$ cat src/rtl/regfile_write_scheduler_if.sv
// Write-back bundle between the three producers, decode and the register-file scheduler.
// The master side is the pipeline (producers, allocator, decode); the slave side is the scheduler.
interface regfile_write_scheduler_if;
   logic        m_valid;
   logic        e_valid;
   logic        l_valid;
   logic        m_ready;
   logic        e_ready;
   logic        l_ready;
   logic [3:0]  m_reg;
   logic [3:0]  e_reg;
   logic [3:0]  l_reg;
   logic [31:0] m_value;
   logic [31:0] e_value;
   logic [31:0] l_value;
   logic        alloc_valid;
   logic [3:0]  alloc_reg;
   logic [3:0]  readReg1;
   logic [3:0]  readReg2;
   logic        busy1;
   logic        busy2;
   logic        write1;
   logic        write2;
   logic [3:0]  register1;
   logic [3:0]  register2;
   logic [31:0] value1;
   logic [31:0] value2;

   modport master (
      output m_valid, e_valid, l_valid,
      output m_reg, e_reg, l_reg,
      output m_value, e_value, l_value,
      output alloc_valid, alloc_reg, readReg1, readReg2,
      input  m_ready, e_ready, l_ready,
      input  busy1, busy2,
      input  write1, write2, register1, register2, value1, value2
   );

   modport slave (
      input  m_valid, e_valid, l_valid,
      input  m_reg, e_reg, l_reg,
      input  m_value, e_value, l_value,
      input  alloc_valid, alloc_reg, readReg1, readReg2,
      output m_ready, e_ready, l_ready,
      output busy1, busy2,
      output write1, write2, register1, register2, value1, value2
   );
endinterface

$ cat src/rtl/regfile_write_scheduler.sv
// Arbitrates M/E/L write-back requests onto two registered register-file write ports and
// tracks which registers still have a write outstanding so decode can stall on them.
module regfile_write_scheduler #(
   parameter int STARVE_LIMIT = 4
) (
   input logic                       clock,
   input logic                       reset,
   regfile_write_scheduler_if.slave  bus
);
   localparam logic [3:0] RNONE = 4'hF;
   localparam logic [3:0] LIMIT = 4'(STARVE_LIMIT);

   logic [2:0]  reqValid;
   logic [3:0]  reqReg [3];
   logic [31:0] reqValue [3];

   logic [2:0]  grant;
   logic        p1Valid, p2Valid;
   logic [1:0]  p1Sel, p2Sel;

   logic        write1_q, write2_q;
   logic [3:0]  register1_q, register2_q;
   logic [31:0] value1_q, value2_q;
   logic [14:0] pending_q, pending_d;
   logic [3:0]  starve_q, starve_d;

   logic        lPriority;
   logic [15:0] pendView;

   always_comb begin
      reqValid    = {bus.l_valid, bus.e_valid, bus.m_valid};
      reqReg[0]   = bus.m_reg;
      reqReg[1]   = bus.e_reg;
      reqReg[2]   = bus.l_reg;
      reqValue[0] = bus.m_value;
      reqValue[1] = bus.e_value;
      reqValue[2] = bus.l_value;
   end

   assign lPriority = (starve_q >= LIMIT);

   // Index 0/1/2 = M/E/L. Walk in priority order; a request is granted only while a port is
   // free and its register differs from the one already granted, so a clash defers the later one.
   always_comb begin
      logic [1:0] order [3];
      logic [1:0] src;
      order[0] = lPriority ? 2'd2 : 2'd0;
      order[1] = lPriority ? 2'd0 : 2'd1;
      order[2] = lPriority ? 2'd1 : 2'd2;
      src      = 2'd0;
      grant    = '0;
      p1Valid  = 1'b0;
      p2Valid  = 1'b0;
      p1Sel    = 2'd0;
      p2Sel    = 2'd0;
      for (int k = 0; k < 3; k++) begin
         src = order[k];
         if (!reset && reqValid[src] && reqReg[src] != RNONE) begin
            if (!p1Valid) begin
               grant[src] = 1'b1;
               p1Valid    = 1'b1;
               p1Sel      = src;
            end else if (!p2Valid && reqReg[src] != reqReg[p1Sel]) begin
               grant[src] = 1'b1;
               p2Valid    = 1'b1;
               p2Sel      = src;
            end
         end
      end
   end

   assign bus.m_ready = !reset && reqValid[0] && (reqReg[0] == RNONE || grant[0]);
   assign bus.e_ready = !reset && reqValid[1] && (reqReg[1] == RNONE || grant[1]);
   assign bus.l_ready = !reset && reqValid[2] && (reqReg[2] == RNONE || grant[2]);

   // Clear bits whose write pulse is on the port this cycle, then apply the alloc so set wins.
   always_comb begin
      logic [15:0] pendNext;
      pendNext = {1'b0, pending_q};
      if (write1_q) pendNext[register1_q] = 1'b0;
      if (write2_q) pendNext[register2_q] = 1'b0;
      if (bus.alloc_valid && bus.alloc_reg != RNONE) pendNext[bus.alloc_reg] = 1'b1;
      pending_d = pendNext[14:0];
   end

   always_comb begin
      starve_d = starve_q;
      if (!bus.l_valid || grant[2]) begin
         starve_d = 4'd0;
      end else if (bus.l_reg != RNONE && starve_q < LIMIT) begin
         starve_d = starve_q + 4'd1;
      end
   end

   assign pendView  = {1'b0, pending_q};
   assign bus.busy1 = pendView[bus.readReg1];
   assign bus.busy2 = pendView[bus.readReg2];

   always_ff @(posedge clock) begin
      if (reset) begin
         write1_q    <= 1'b0;
         write2_q    <= 1'b0;
         register1_q <= RNONE;
         register2_q <= RNONE;
         value1_q    <= '0;
         value2_q    <= '0;
         pending_q   <= '0;
         starve_q    <= '0;
      end else begin
         write1_q  <= p1Valid;
         write2_q  <= p2Valid;
         if (p1Valid) begin
            register1_q <= reqReg[p1Sel];
            value1_q    <= reqValue[p1Sel];
         end
         if (p2Valid) begin
            register2_q <= reqReg[p2Sel];
            value2_q    <= reqValue[p2Sel];
         end
         pending_q <= pending_d;
         starve_q  <= starve_d;
      end
   end

   assign bus.write1    = write1_q;
   assign bus.write2    = write2_q;
   assign bus.register1 = register1_q;
   assign bus.register2 = register2_q;
   assign bus.value1    = value1_q;
   assign bus.value2    = value2_q;
endmodule

$ cat src/flat_wrapper.sv
// flat-port wrapper written by rule: the top's interface ports become plain ports
module regfile_write_scheduler_flat 
#(
   parameter int STARVE_LIMIT = 4
)
  (clock, reset, bus_m_valid, bus_e_valid, bus_l_valid, bus_m_reg, bus_e_reg, bus_l_reg, bus_m_value, bus_e_value, bus_l_value, bus_alloc_valid, bus_alloc_reg, bus_readReg1, bus_readReg2, bus_m_ready, bus_e_ready, bus_l_ready, bus_busy1, bus_busy2, bus_write1, bus_write2, bus_register1, bus_register2, bus_value1, bus_value2);
  regfile_write_scheduler_if bus_i ();
  input logic clock;
  input logic reset;
  input wire logic [$bits(bus_i.m_valid)-1:0] bus_m_valid;
  input wire logic [$bits(bus_i.e_valid)-1:0] bus_e_valid;
  input wire logic [$bits(bus_i.l_valid)-1:0] bus_l_valid;
  input wire logic [$bits(bus_i.m_reg)-1:0] bus_m_reg;
  input wire logic [$bits(bus_i.e_reg)-1:0] bus_e_reg;
  input wire logic [$bits(bus_i.l_reg)-1:0] bus_l_reg;
  input wire logic [$bits(bus_i.m_value)-1:0] bus_m_value;
  input wire logic [$bits(bus_i.e_value)-1:0] bus_e_value;
  input wire logic [$bits(bus_i.l_value)-1:0] bus_l_value;
  input wire logic [$bits(bus_i.alloc_valid)-1:0] bus_alloc_valid;
  input wire logic [$bits(bus_i.alloc_reg)-1:0] bus_alloc_reg;
  input wire logic [$bits(bus_i.readReg1)-1:0] bus_readReg1;
  input wire logic [$bits(bus_i.readReg2)-1:0] bus_readReg2;
  output wire logic [$bits(bus_i.m_ready)-1:0] bus_m_ready;
  output wire logic [$bits(bus_i.e_ready)-1:0] bus_e_ready;
  output wire logic [$bits(bus_i.l_ready)-1:0] bus_l_ready;
  output wire logic [$bits(bus_i.busy1)-1:0] bus_busy1;
  output wire logic [$bits(bus_i.busy2)-1:0] bus_busy2;
  output wire logic [$bits(bus_i.write1)-1:0] bus_write1;
  output wire logic [$bits(bus_i.write2)-1:0] bus_write2;
  output wire logic [$bits(bus_i.register1)-1:0] bus_register1;
  output wire logic [$bits(bus_i.register2)-1:0] bus_register2;
  output wire logic [$bits(bus_i.value1)-1:0] bus_value1;
  output wire logic [$bits(bus_i.value2)-1:0] bus_value2;
  assign bus_i.m_valid = bus_m_valid;
  assign bus_i.e_valid = bus_e_valid;
  assign bus_i.l_valid = bus_l_valid;
  assign bus_i.m_reg = bus_m_reg;
  assign bus_i.e_reg = bus_e_reg;
  assign bus_i.l_reg = bus_l_reg;
  assign bus_i.m_value = bus_m_value;
  assign bus_i.e_value = bus_e_value;
  assign bus_i.l_value = bus_l_value;
  assign bus_i.alloc_valid = bus_alloc_valid;
  assign bus_i.alloc_reg = bus_alloc_reg;
  assign bus_i.readReg1 = bus_readReg1;
  assign bus_i.readReg2 = bus_readReg2;
  assign bus_m_ready = bus_i.m_ready;
  assign bus_e_ready = bus_i.e_ready;
  assign bus_l_ready = bus_i.l_ready;
  assign bus_busy1 = bus_i.busy1;
  assign bus_busy2 = bus_i.busy2;
  assign bus_write1 = bus_i.write1;
  assign bus_write2 = bus_i.write2;
  assign bus_register1 = bus_i.register1;
  assign bus_register2 = bus_i.register2;
  assign bus_value1 = bus_i.value1;
  assign bus_value2 = bus_i.value2;
  regfile_write_scheduler #(.STARVE_LIMIT(STARVE_LIMIT)) u_core (.clock(clock), .reset(reset), .bus(bus_i));
endmodule
$ cat config.mk
export PLATFORM = sky130hd
export DESIGN_NAME = regfile_write_scheduler_flat
export DESIGN_NICKNAME = d
export VERILOG_FILES = /design/src/rtl/regfile_write_scheduler_if.sv /design/src/rtl/regfile_write_scheduler.sv /design/src/flat_wrapper.sv
export SDC_FILE = /design/constraint.sdc
export NUM_CORES = 1
export LEC_CHECK = 0
export CAP_MARGIN = 20
export CELL_PAD_IN_SITES_DETAIL_PLACEMENT = 0
export CELL_PAD_IN_SITES_GLOBAL_PLACEMENT = 2
export CORE_MARGIN = 3
export CORE_UTILIZATION = 27
export DETAILED_ROUTE_END_ITERATION = 16
export GPL_TIMING_DRIVEN = 0
export MAX_ROUTING_LAYER = met4
export PLACE_DENSITY_LB_ADDON = 0.12
export RECOVER_POWER = 25
export SYNTH_ARGS = -nofsm -noshare
export SYNTH_HDL_FRONTEND = slang
export SYNTH_SLANG_ARGS = --single-unit
$ cat constraint.sdc
create_clock -name clock -period 7.8 [get_ports clock]
set_input_delay 2.34 -clock clock [delete_from_list [all_inputs] [get_ports clock]]
set_output_delay 2.34 -clock clock [all_outputs]
set_load 0.01 [all_outputs]
==> flow_summary.json <==
{
  "hold_class": "flip-flop to flip-flop",
  "setup-violations-final": 0,
  "grt_max_degree": 16,
  "synth-seq-cells": 93,
  "die_y_um": 144.3,
  "grt_pass1_wl_um": 31040,
  "drive_gt1_share_pct": 8.460,
  "final_core_util_pct": 42.76,
  "place_hpwl_um": 15580,
  "crit_chain": "clkdlybuf4s50_1 -> buf_2 -> nor2b_2 -> o211ai_1 -> a32oi_1 -> o21ai_0 -> and4_1 -> buf_2 -> nor3_4 -> nor2b_1 -> a21oi_1 -> clkdlybuf4s50_1",
  "synth-main-ff-cell": "dfxtp_1",
  "setup.worst_path.end": "bus_l_ready",
  "hold_slack_ns": 0.4811,
  "critPathRequiredTime_ns": 5.46,
  "r2r-end": "u_core.bus.register2[0]$_SDFFE_PP1P_",
  "rsz0062_at_grt": "false",
  "clock-sinks": 93,
  "worst_slack_ns": 0.1856,
  "die_w_um": 144.3,
  "synth-async-reset-ratio_pct": 0,
  "syn_area_um2": 5166,
  "power_density_nw_per_um2": 174.6,
  "antenna_cells": 0,
  "crit_path_top_delay_cell": "clkdlybuf4s50_1",
  "crit_path_start_kind": "input pin",
  "drt_iter0_markers": 252,
  "antenna_found_initial": 0,
  "hold_viol_final": 0,
  "synth_seq_area_share_pct": 36.04,
  "drv_cap": 0,
  "cts_made_buffers": 9,
  "ioPinCount": 205,
  "area_growth_pct": 52.24,
  "drt_first_pass_iters": 7,
  "grt_pass1_vias": 5610,
  "syn_avg_cell_area_um2": 9.064,
  "dr_total_vias": 5505,
  "cp.arrival_ns": 5.27,
  "cts-root-buf": "clkbuf_16",
  "path_clk_slew_ns": 0.07,
  "h-tree-depth": 3,
  "synth_fp_nets": 697,
  "maxSlewViolCount": 0,
  "track_usage_pct": 19.95,
  "placed_area_um2": 7465,
  "cp.depth": 12,
  "gp_congestion": 0.8544,
  "fmax_ghz": 0.1313,
  "hold_path.startpoint": "u_core.bus.value2[28]$_SDFFE_PP0P_",
  "critPathBufInv": 4,
  "synth_cells": 570,
  "tightest_slew_ns": 0.8481,
  "clock_latency_ns": 0.35,
  "p_total_mw": 1.374,
  "status": "finished, final reports clean",
  "core_area_um2": 18390,
  "routedWlPerCell_um": 20.21,
  "dieArea_um2": 20830,
  "crit_family": "buffers and inverters",
  "dpl_worst_slack_ns": -0.4861,
  "fin_crit_ns": 7.614,
  "reg2regPathDepth": 10,
  "critPathKind": "input pin to primary output",
  "fin_area_um2": 7865,
  "clk_path_buf_depth": 2,
  "ys_types": 48,
  "skew_ns": 0.004943,
  "tritoncts": "yes",
  "p_leak_nw": 3.236,
  "synth-edff-count": 0,
  "holdBufCountCts": 0,
  "critPathMaxFanout": 10,
  "slew_headroom_pct": 42.72,
  "grt_overflow": 0,
  "rows": 49,
  "start_util_pct": 28.09,
  "slowest_delay_ns": 0.55,
  "fillCellCount": 1826,
  "fin_nets": 914,
  "numPortBuffers": 201,
  "rrSetupSlack_ns": 4.89,
  "r2r_start": "u_core.starve_q[3]$_SDFFE_PP0P_",
  "viasPerCell": 5.392,
  "totalWireLength_um": 20640,
  "end_kind": "primary output",
  "peakVddDrop_mv": 0.1221,
  "drc_errors": 0,
  "startpoint": "reset",
  "antenna_left": 0,
  "post-route-period-util_pct": 97.62,
  "yosys_warnings": 0
}
[how the worst min path moves through the flow]
stage,endpoint,depth (start not counted),slack [ns]
global placement,u_core.bus.value1[21]$_SDFFE_PP0P_,2,0.47
detailed placement,u_core.bus.value2[12]$_SDFFE_PP0P_,1,0.47
floorplan,u_core.pending_q[7]$_SDFF_PP0_,2,0.47
finish,u_core.bus.value2[28]$_SDFFE_PP0P_,1,0.48
global route,u_core.bus.value2[13]$_SDFFE_PP0P_,1,0.50
CTS,u_core.bus.value2[28]$_SDFFE_PP0P_,1,0.49
[cell usage in the layout (no fill, tap or decap), types with 3 or more instances in the layout]
master / netlist / final
a211oi_1: 32 / 32
a21oi_1: 35 / 35
a221o_1: 32 / 32
a222oi_1: 4 / 4
a22o_1: 32 / 32
a22oi_1: 21 / 21
a32oi_1: 12 / 12
and3_1: 10 / 10
buf_2: 17 / 17
buf_4: 0 / 5
buf_6: 7 / 7
clkbuf_1: 20 / 21
clkbuf_16: 0 / 9
clkdlybuf4s50_1: 0 / 168
dfxtp_1: 93 / 93
dlygate4sd3_1: 0 / 29
dlymetal6s2s_1: 0 / 4
inv_1: 9 / 9
mux2i_1: 42 / 42
mux4_2: 8 / 8
nand2_1: 15 / 15
nand2b_1: 4 / 4
nand3_1: 4 / 4
nand4_1: 3 / 3
nor2_1: 96 / 96
nor2b_1: 13 / 12
nor3b_1: 3 / 3
o21ai_0: 15 / 15
or2_2: 3 / 3
xnor2_1: 4 / 4
xor2_1: 8 / 8
[kinds of logic after synthesis]
kind of cell,count (synthesis),share of synthesized area [%]
simple gates,162,14.99
flops,93,36.04
mux,51,11.84
compound gates,198,29.57
xor+xnor,12,2.034
fa+ha+maj,1,0.2422
buf+inv,53,5.280
[registers in the layout, summed over array words and instances, names as in the netlist]
name,count
u_core.bus.value1,32
u_core.bus.value2,32
u_core.pending_q,15
u_core.bus.register1,4
u_core.bus.register2,4
u_core.starve_q,4
u_core.bus.write1,1
u_core.bus.write2,1
[per-layer routing]
layer,track usage [%],vias to the layer above,wire (um),share of wire [%]
li1,-,2625,-,-
met1,25.48,2635,9192,45
met2,30.53,212,9377,45
met3,6.184,33,1619,7.8
met4,5.695,0,449,2.2
met5,-,-,0,0
[report_power, final]
part | internal [mW] | switching, mW
combinational | 0.181 | 0.164
sequential | 0.512 | 0.0271
clock | 0.282 | 0.207
[cell type report]
cell class | count | area, um^2 | share of cell area [%]
tap | 229 | 286.5 | 3.643
multi-input combinational | 424 | 3069 | 39.02
clock inverter | 6 | 86.33 | 1.098
buffer | 44 | 239.0 | 3.038
timing repair buffer | 206 | 2059 | 26.19
inverter | 9 | 33.78 | 0.4295
sequential | 93 | 1862 | 23.67
clock buffer | 10 | 229.0 | 2.911
[metrics by stage]
step / instances / setup TNS (ns)
final: 1021 / 0
after floorplan: 570 / 0
after CTS: 1017 / 0
after detailed placement: 1000 / -0.4861
after global placement: 1000 / -0.4747
after global routing: 1021 / 0
[what timing repair did]
action / CTS / global route
endpoints found under the hold margin: 0 / 0
resized for setup: 2 / 7
pin swaps: 1 / 2
setup buffers: 1 / 4
setup endpoints to repair: 1 / 2
[Yosys cell counts (2+ instances only)]
| cell type | count | area (um^2) |
|---|---|---|
| a211oi_1 | 32 | 240.2 |
| a21oi_1 | 35 | 175.2 |
| a221o_1 | 32 | 320.3 |
| a222oi_1 | 4 | 40.04 |
| a22o_1 | 32 | 280.3 |
| a22oi_1 | 21 | 157.7 |
| a31oi_1 | 3 | 18.77 |
| a32oi_1 | 12 | 105.1 |
| and3_1 | 10 | 62.56 |
| and4_1 | 2 | 17.52 |
| buf_2 | 17 | 85.08 |
| buf_6 | 7 | 78.83 |
| clkbuf_1 | 20 | 75.07 |
| dfxtp_1 | 93 | 1862 |
| inv_1 | 9 | 33.78 |
| mux2i_1 | 42 | 420.4 |
| mux4_2 | 8 | 180.2 |
| nand2_1 | 15 | 56.30 |
| nand2b_1 | 4 | 25.02 |
| nand3_1 | 4 | 20.02 |
| nand4_1 | 3 | 18.77 |
| nor2_1 | 96 | 360.4 |
| nor2b_1 | 13 | 81.33 |
| nor3b_1 | 3 | 22.52 |
| nor4_1 | 2 | 12.51 |
| o21ai_0 | 15 | 75.07 |
| o22ai_1 | 2 | 12.51 |
| o41ai_1 | 2 | 17.52 |
| or2_2 | 3 | 18.77 |
| xnor2_1 | 4 | 35.03 |
| xor2_1 | 8 | 70.07 |
(Power assumes the default switching activity.)
